===== src/rtl/alu_result_stage_if.sv =====
// Handshake bundle for alu_result_stage: ALU input side, EX/MEM output side,
// external NZCV write and condition-code query. master = driver of the stage, slave = the stage.
interface alu_result_stage_if #(
  parameter int N = 32
);
  logic         in_valid;
  logic         in_ready;
  logic [N-1:0] in_result;
  logic [3:0]   in_flags;
  logic         in_set_flags;

  logic         out_valid;
  logic         out_ready;
  logic [N-1:0] out_result;
  logic [3:0]   out_flags;

  logic         flag_wr_en;
  logic [3:0]   flag_wr_data;

  logic [3:0]   cond;
  logic         cond_pass;
  logic [3:0]   status_flags;

  modport master (
    output in_valid, in_result, in_flags, in_set_flags,
    output out_ready,
    output flag_wr_en, flag_wr_data,
    output cond,
    input  in_ready, out_valid, out_result, out_flags,
    input  cond_pass, status_flags
  );

  modport slave (
    input  in_valid, in_result, in_flags, in_set_flags,
    input  out_ready,
    input  flag_wr_en, flag_wr_data,
    input  cond,
    output in_ready, out_valid, out_result, out_flags,
    output cond_pass, status_flags
  );
endinterface


===== src/rtl/alu_result_stage.sv =====
// ALU result buffer (2-entry skid, 1-cycle latency when empty, in_ready registered = count<2) owning NZCV.
// Optional macro FLAG_FORWARD_EN: cond_pass sees the not-yet-registered flag update for zero-cycle branch.
module alu_result_stage #(
  parameter int N     = 32,
  parameter int DEPTH = 2
) (
  input logic              clk,
  input logic              rst_n,
  alu_result_stage_if.slave bus
);

  typedef struct packed {
    logic [N-1:0] result;
    logic [3:0]   flags;
  } entry_t;

  localparam logic [1:0] FULL_CNT = 2'(DEPTH);

  // Condition codes
  localparam logic [3:0] CC_EQ = 4'd0;
  localparam logic [3:0] CC_NE = 4'd1;
  localparam logic [3:0] CC_CS = 4'd2;
  localparam logic [3:0] CC_CC = 4'd3;
  localparam logic [3:0] CC_MI = 4'd4;
  localparam logic [3:0] CC_PL = 4'd5;
  localparam logic [3:0] CC_VS = 4'd6;
  localparam logic [3:0] CC_VC = 4'd7;
  localparam logic [3:0] CC_HI = 4'd8;
  localparam logic [3:0] CC_LS = 4'd9;
  localparam logic [3:0] CC_GE = 4'd10;
  localparam logic [3:0] CC_LT = 4'd11;
  localparam logic [3:0] CC_GT = 4'd12;
  localparam logic [3:0] CC_LE = 4'd13;

  entry_t     head_q;
  entry_t     tail_q;
  entry_t     in_ent;
  logic [1:0] count_q;
  logic [1:0] count_d;
  logic       in_ready_q;
  logic       push;
  logic       pop;
  logic [3:0] status_q;
  logic [3:0] status_d;
  logic [3:0] cond_flags;

  assign in_ent = '{result: bus.in_result, flags: bus.in_flags};
  assign push   = bus.in_valid & in_ready_q;
  assign pop    = (count_q != 2'd0) & bus.out_ready;

  always_comb begin
    count_d = count_q;
    unique case ({push, pop})
      2'b10:   count_d = count_q + 2'd1;
      2'b01:   count_d = count_q - 2'd1;
      default: count_d = count_q;
    endcase
  end

  // Head is a dedicated register so out_* keep the last value once drained.
  always_ff @(posedge clk or negedge rst_n) begin
    if (!rst_n) begin
      head_q     <= '0;
      tail_q     <= '0;
      count_q    <= 2'd0;
      in_ready_q <= 1'b1;
    end else begin
      if (push && (count_q == 2'd0 || (count_q == 2'd1 && pop))) begin
        head_q <= in_ent;
      end else if (pop && count_q == 2'd2) begin
        head_q <= tail_q;
      end
      if (push && count_q == 2'd1 && !pop) begin
        tail_q <= in_ent;
      end
      count_q    <= count_d;
      in_ready_q <= (count_d < FULL_CNT);
    end
  end

  // External write outranks the in-order flag update from an accepted op.
  always_comb begin
    status_d = status_q;
    if (bus.flag_wr_en) begin
      status_d = bus.flag_wr_data;
    end else if (push && bus.in_set_flags) begin
      status_d = bus.in_flags;
    end
  end

  always_ff @(posedge clk or negedge rst_n) begin
    if (!rst_n) begin
      status_q <= 4'b0000;
    end else begin
      status_q <= status_d;
    end
  end

`ifdef FLAG_FORWARD_EN
  assign cond_flags = status_d;
`else
  assign cond_flags = status_q;
`endif

  function automatic logic cond_eval(input logic [3:0] cc, input logic [3:0] f);
    logic fn;
    logic fz;
    logic fc;
    logic fv;
    logic r;
    {fn, fz, fc, fv} = f;
    case (cc)
      CC_EQ:   r = fz;
      CC_NE:   r = !fz;
      CC_CS:   r = fc;
      CC_CC:   r = !fc;
      CC_MI:   r = fn;
      CC_PL:   r = !fn;
      CC_VS:   r = fv;
      CC_VC:   r = !fv;
      CC_HI:   r = fc & !fz;
      CC_LS:   r = !fc | fz;
      CC_GE:   r = (fn == fv);
      CC_LT:   r = (fn != fv);
      CC_GT:   r = !fz & (fn == fv);
      CC_LE:   r = fz | (fn != fv);
      default: r = 1'b1;
    endcase
    return r;
  endfunction

  assign bus.in_ready     = in_ready_q;
  assign bus.out_valid    = (count_q != 2'd0);
  assign bus.out_result   = head_q.result;
  assign bus.out_flags    = head_q.flags;
  assign bus.status_flags = status_q;
  assign bus.cond_pass    = cond_eval(bus.cond, cond_flags);

endmodule


===== src/flat_wrapper.sv =====
// flat-port wrapper written by rule: the top's interface ports become plain ports
module alu_result_stage_flat 
#(
  parameter int N     = 32,
  parameter int DEPTH = 2
)
  (clk, rst_n, bus_in_valid, bus_in_result, bus_in_flags, bus_in_set_flags, bus_out_ready, bus_flag_wr_en, bus_flag_wr_data, bus_cond, bus_in_ready, bus_out_valid, bus_out_result, bus_out_flags, bus_cond_pass, bus_status_flags);
  alu_result_stage_if #(.N(N)) bus_i ();
  input logic clk;
  input logic rst_n;
  input wire logic [$bits(bus_i.in_valid)-1:0] bus_in_valid;
  input wire logic [$bits(bus_i.in_result)-1:0] bus_in_result;
  input wire logic [$bits(bus_i.in_flags)-1:0] bus_in_flags;
  input wire logic [$bits(bus_i.in_set_flags)-1:0] bus_in_set_flags;
  input wire logic [$bits(bus_i.out_ready)-1:0] bus_out_ready;
  input wire logic [$bits(bus_i.flag_wr_en)-1:0] bus_flag_wr_en;
  input wire logic [$bits(bus_i.flag_wr_data)-1:0] bus_flag_wr_data;
  input wire logic [$bits(bus_i.cond)-1:0] bus_cond;
  output wire logic [$bits(bus_i.in_ready)-1:0] bus_in_ready;
  output wire logic [$bits(bus_i.out_valid)-1:0] bus_out_valid;
  output wire logic [$bits(bus_i.out_result)-1:0] bus_out_result;
  output wire logic [$bits(bus_i.out_flags)-1:0] bus_out_flags;
  output wire logic [$bits(bus_i.cond_pass)-1:0] bus_cond_pass;
  output wire logic [$bits(bus_i.status_flags)-1:0] bus_status_flags;
  assign bus_i.in_valid = bus_in_valid;
  assign bus_i.in_result = bus_in_result;
  assign bus_i.in_flags = bus_in_flags;
  assign bus_i.in_set_flags = bus_in_set_flags;
  assign bus_i.out_ready = bus_out_ready;
  assign bus_i.flag_wr_en = bus_flag_wr_en;
  assign bus_i.flag_wr_data = bus_flag_wr_data;
  assign bus_i.cond = bus_cond;
  assign bus_in_ready = bus_i.in_ready;
  assign bus_out_valid = bus_i.out_valid;
  assign bus_out_result = bus_i.out_result;
  assign bus_out_flags = bus_i.out_flags;
  assign bus_cond_pass = bus_i.cond_pass;
  assign bus_status_flags = bus_i.status_flags;
  alu_result_stage #(.N(N), .DEPTH(DEPTH)) u_core (.clk(clk), .rst_n(rst_n), .bus(bus_i));
endmodule

===== config.mk =====
export PLATFORM = sky130hd
export DESIGN_NAME = alu_result_stage_flat
export DESIGN_NICKNAME = d
export VERILOG_FILES = /design/src/rtl/alu_result_stage_if.sv /design/src/rtl/alu_result_stage.sv /design/src/flat_wrapper.sv
export SDC_FILE = /design/constraint.sdc
export NUM_CORES = 1
export LEC_CHECK = 0
export CAP_MARGIN = 20
export CORE_UTILIZATION = 45
export DETAILED_ROUTE_END_ITERATION = 7
export GPL_TIMING_DRIVEN = 0
export PLACE_DENSITY_LB_ADDON = 0.05
export SKIP_CTS_REPAIR_TIMING = 1
export SYNTH_ARGS = -nofsm -noshare
export SYNTH_HDL_FRONTEND = slang
export SYNTH_SLANG_ARGS = --single-unit

===== constraint.sdc =====
create_clock -name clk -period 1.8 [get_ports clk]
set_clock_uncertainty 0.05 [all_clocks]
set_input_delay 0.36 -clock clk [delete_from_list [all_inputs] [get_ports clk]]
set_output_delay 0.36 -clock clk [all_outputs]
set_load 0.005 [all_outputs]

# Yosys cells after proc, flatten, opt, wreduce, memory -nomap -nowiden
# Index checks and enable logic that the tools add are counted.
# totals
mem_count,0
ram_bits,0
output_inout_bits,43
latchBits,0
rom_bits,0
reg_bits,79
# classes
n_shift,0
n_addsub,2
n_lt_le_gt_ge,1
mux,6
n_div,0
multipliers,0
n_eq_ne,19
n_reduce_logical,17
n_bitwise,6
# op_table
op,n
36-bit two-way mux,2
"4-bit == test, second input constant",6
"4-bit by 3-bit == test with 1-bit output, second input constant",4
1-bit one-hot mux with 14 select lines,1
"4-bit by 2-bit == test with 1-bit output, second input constant",2
4-bit two-way mux,2
1-bit logical AND,6
2-bit nonzero test,3
1-bit logical NOT,5
1-bit AND,4
"2-bit by 1-bit == test with 1-bit output, second input constant",2
"2-bit == test, second input constant",2
"4-bit by 1-bit == test with 1-bit output, second input constant",1
4-bit logical NOT,1
2-bit one-hot mux with 2 select lines,1
"2-bit by 1-bit adder with 2-bit output, second input constant",1
2-bit logical NOT,1
"2-bit < comparator, second input constant",1
1-bit OR,2
"2-bit by 1-bit subtractor with 2-bit output, second input constant",1
1-bit == test,1
1-bit logical OR,1
1-bit inequality test,1

# Depth between registers and ports, before layout
# Gate-level depths: netlist of the first run.
# depth
ltp_word,6
mapped_depth,9
ltp_nobuf,9

# Worst setup path before layout of the first run
# No wires, ideal clock.
# synth_timing
path_type,reg2reg
start,register u_core.count_q[0]
end,register u_core.tail_q[0] (netlist name)
n_path_buf,2
t_required_ns,1.625
synth_period_minus_slack_ns,1.669
arrival_ns,1.493
path_stages_with_launch,9
setup_ns,0.125
setup_slack_ns,0.131
path_cell_list,dfrtp_1 inv_1 ha_1 inv_1 nand2_2 and3_1 buf_6 buf_6 mux2_4
# synth_between
elab_chain_cells,4
word_cells_on_any_way,6
classes_between,1 x eq/ne; 1 x bitwise; 4 x reduce/logical
# synth_lines
element,line,rtl
start: declaration,alu_result_stage.sv:38,logic [1:0] count_q;
start signal: assignment,alu_result_stage.sv:76,count_q <= count_d;
2-bit nonzero test,-,
via bus_out_valid,flat_wrapper.sv:20,output wire logic [$bits(bus_i.out_valid)-1:0] bus_out_valid;
1-bit AND,alu_result_stage.sv:49,assign pop = (count_q != 2'd0) & bus.out_ready;
1-bit logical NOT,alu_result_stage.sv:73,if (push && count_q == 2'd1 && !pop) begin
1-bit logical AND,alu_result_stage.sv:73,
end signal: assignment,alu_result_stage.sv:74,tail_q <= in_ent;
end: declaration,alu_result_stage.sv:36,entry_t tail_q;
# The timed path passes the listed nets, and every way through them passes these cells.
# A chain may end at the register's enable or synchronous reset.

# Worst setup path in the final report of the first run
# layout_timing
start,"register u_core.status_q[3], in the netlist u_core.bus.status_flags[3]"
end,output port bus_cond_pass
# layout_between
elab_chain_cells,3
word_cells_on_any_way,6
classes_between,2 x eq/ne; 1 x mux; 2 x bitwise; 1 x reduce/logical
# layout_lines
element,line,rtl
start: declaration,alu_result_stage.sv:43,logic [3:0] status_q;
start signal: assignment,alu_result_stage.sv:95,status_q <= status_d;
1-bit inequality test / 1-bit == test (equally long branches),-,
1-bit OR / 1-bit AND (equally long branches),"alu_result_stage.sv:126, alu_result_stage.sv:125",
1-bit one-hot mux with 14 select lines (*),alu_result_stage.sv:112,case (cc)
end: declaration,flat_wrapper.sv:23,output wire logic [$bits(bus_i.cond_pass)-1:0] bus_cond_pass;
# Every way passes the cells marked *; elsewhere a longest branch is shown, timed or not.

==> results of run 1 <==
## state kept, by name (all words and copies together), names as in the netlist
register,cells
u_core.count_q,2
u_core.bus.status_flags,4
u_core.bus.in_ready,1
u_core.tail_q,36
u_core.bus.out_flags,4
u_core.bus.out_result,32
## cells by family (layout without fill, tap and decap cells)
family / count (synthesis) / count (layout)
AO/OA/AOI/OAI: 52 / 52
XOR/XNOR: 4 / 4
adder cells (fa/ha/maj): 5 / 5
buffers and inverters: 22 / 153
flip-flops: 79 / 79
multiplexers: 78 / 78
AND/OR/NAND/NOR: 56 / 57
## through the flow
stage          instances  cell area [um^2]   util  setup TNS [ps]  hold slack, ps
2_1_floorplan        296              3690      -               0            14.4
3_3_place_gp         489              4730  0.605         -223180             438
3_5_place_dp         490              4750  0.608          -19900             312
4_1_cts              505              4930  0.631           -4040           -69.0
5_1_grt              530              5310  0.680            -423             475
6_report             530              5310  0.680            -200             457
## worst register-to-register path: cells and delay by family, from the launching register on
kind,cells,cell delay [ps]
fa+ha+maj,1,170
buf+inv,5,510
flops,1,390
mux,1,290
simple gates,2,240
## metal layers
| metal | part of all wire | up-vias | GRT usage |
|---|---|---|---|
| li1 | - | 1280 | - |
| met1 | 0.47 | 1317 | 0.270 |
| met2 | 0.48 | 58 | 0.300 |
| met3 | 0.045 | 7 | 0.0624 |
| met4 | 0.011 | 0 | 0.0586 |
| met5 | 0 | - | 0 |
## layout make-up
| cell class | count | share of cell area |
|---|---|---|
| buffer | 15 | 0.0330 |
| multi-input combinational | 196 | 0.305 |
| sequential | 79 | 0.373 |
| clock inverter | 4 | 0.00895 |
| clock buffer | 11 | 0.0247 |
| tap | 102 | 0.0240 |
| timing repair buffer | 116 | 0.226 |
| inverter | 7 | 0.00542 |
## power breakdown
group / internal (mW) / total [mW] / leakage, nW / switching [mW]
logic: 2.30 / 3.72 / 1.55 / 1.42
clock network: 0.630 / 1.24 / 0.0892 / 0.610
registers: 2.65 / 3.12 / 0.957 / 0.478
## path summary, 6_finish.rpt
check,start,end,slack [ps],cells past startpoint
min reg2reg,u_core.tail_q[7]$_DFFE_PN0P_,u_core.tail_q[7]$_DFFE_PN0P_,460,1
min,rst_n,u_core.tail_q[31]$_DFFE_PN0P_,460,2
max in group asynchronous,rst_n,u_core.bus.in_ready$_DFF_PN1_,600,3
max,u_core.bus.status_flags[3]$_DFFE_PN0P_,bus_cond_pass,-200,5
max reg2reg,u_core.count_q[1]$_DFF_PN0_,u_core.tail_q[15]$_DFFE_PN0P_,20,9
min in group clk,u_core.tail_q[7]$_DFFE_PN0P_,u_core.tail_q[7]$_DFFE_PN0P_,460,1
## layout by cell type, fill, tap and decap left out, drive strengths merged, types with 2 or more instances in the layout
cell | synthesis | routed
clkdlybuf4s50 | 0 | 84
dfrtp | 78 | 78
nand2 | 47 | 48
o21ai | 43 | 43
mux2i | 42 | 42
mux2 | 36 | 36
buf | 10 | 31
clkbuf | 5 | 21
inv | 7 | 7
dlymetal6s2s | 0 | 5
ha | 5 | 5
xnor2 | 4 | 4
a21oi | 3 | 3
nor3b | 2 | 2
clkinv | 0 | 2
==> reports/results.txt, run 1 <==
Final worst path period need: 2000 ps
Die X: 92.5 um
Library cells used by synthesis: 30
Routed wire length per instance: 15.8 um
CTS buffer count: 9
Pins Over Slew Limit: 0
#FFs+latches synth: 79
Root Buffer: clkbuf_8
First-pass GRT wire length: 13000 um
Layout cells sized above 1: 0.259
Seq/Total Area, Yosys: 0.536
Slowest-stage cell, CP: dfrtp_2
Crit-path max cell delay: 480 ps
Most frequent cell after synthesis: dfrtp_1
Worst-path fanout max: 6
Hold Path Class: input pin to asynchronous set/reset pin
Hold Fails Final Rpt: 0
Slew margin rel.: 0.672
Maximum number of pins on one net before global-route repair: 44
Initial antenna violation count: 0
Routed Wire Length: 8400 um
Syn-to-layout area delta: 44.1%
Mapped Cells: 296
Leak: 2.60 nW
Area of the multi-input gates: 0.00162 mm^2
FF/Latch Area: 0.00198 mm^2
Largest family of logic cells by synthesized area: multiplexers
Mean Syn Cell Area: 12.5 um^2
Cells along the critical path: xnor2_2 > a22oi_2 > xnor2_1 > a211o_1 > clkbuf_2
FMAX: 500 MHz
Largest area contributor in the netlist: dfrtp_1
DR vias: 2662
CTS clk-pin slew, worst paths: 80 ps
Worst Max-Slew Pin Slew: 493 ps
Num ports: 93
WP data required: 1390 ps
Diode count: 0
CTS H-tree lvls: 3
Family with the most delay on the worst path: flip-flops
Proportion of synthesized area in mux cells: 0.254
Die ar.: 0.00856 mm^2
Drc violations: 0
Global Route Usage Sum: 0.197
Final HPWL DP: 5370 um
Xor/xnor share of the synthesized area: 0.00950
Most frequent cells after synthesis: dfrtp_1, nand2_1, o21ai_0
Nets@finish: 479
Starting Density: 0.472
Max cap viols: 0
Most used DFF post-synth: dfrtp_1
Cell row count: 32
Setup CP Type: flop to output pin
Core ar.: 0.00781 mm^2
Synth top area share: 0.529
PortBufs: 91
Vias in the first global route: 2643
Violated checks: negative setup slack
Setup WS post-layout: -200 ps
RSZ-0062 raised after global routing: yes
Clk Latency, worst-skew pair: 340 ps
CP bufs+invs: 1
Post-synth EDFFs: 0
CP Capture Type: output pin
Simple-gate share of the synthesized area: 0.0685
Clock sink total: 79
Global route total overflow: 0
Tot Pwr: 8.08 mW
Synth Area in Compound Gates: 0.0763
CTS tree: built
Place WS: -738 ps
Die Ht: 92.5 um
DRT Pass-1 Iters: 5
Outcome: finished, violations left
Antenna-violating nets left: 0
Top cells by area, synth: dfrtp_1, mux2_4, mux2i_1, o21ai_0, nand2_1
Adder-Cell Fraction of Synth Area: 0.0170
Post-synthesis cell area: 0.00369 mm^2
Async S/R FF share, synth: 1.00
Startpoint types: flop
Syn_nets: 351
# setup viols final: 1
Vias per inst: 5.02
Tcrit/Tclk final: 1.11
Filler Cell Count: 625
VDD IR max: 0.000818 V
Final GP Congestion: 0.721
CP arrival: 1590 ps
Bufs on Longest Clock Path: 2
Syn. warnings: 0
Pwr/cell area: 1520 mW/mm^2
DR iter-0 viols: 105
Power figures use the tool's default switching activity.
==> run 2: changes to the inputs <==
Settings changed: SLEW_MARGIN set to 0.
==> results of run 2 <==
No change in the layout: final DEF, timing and power equal those of run 1.
==> run 3: changes to the inputs <==
Settings changed: ABC_CLOCK_PERIOD_IN_PS set to 1800.
==> results of run 3 <==
No change in the layout: final DEF, timing and power equal those of run 1.
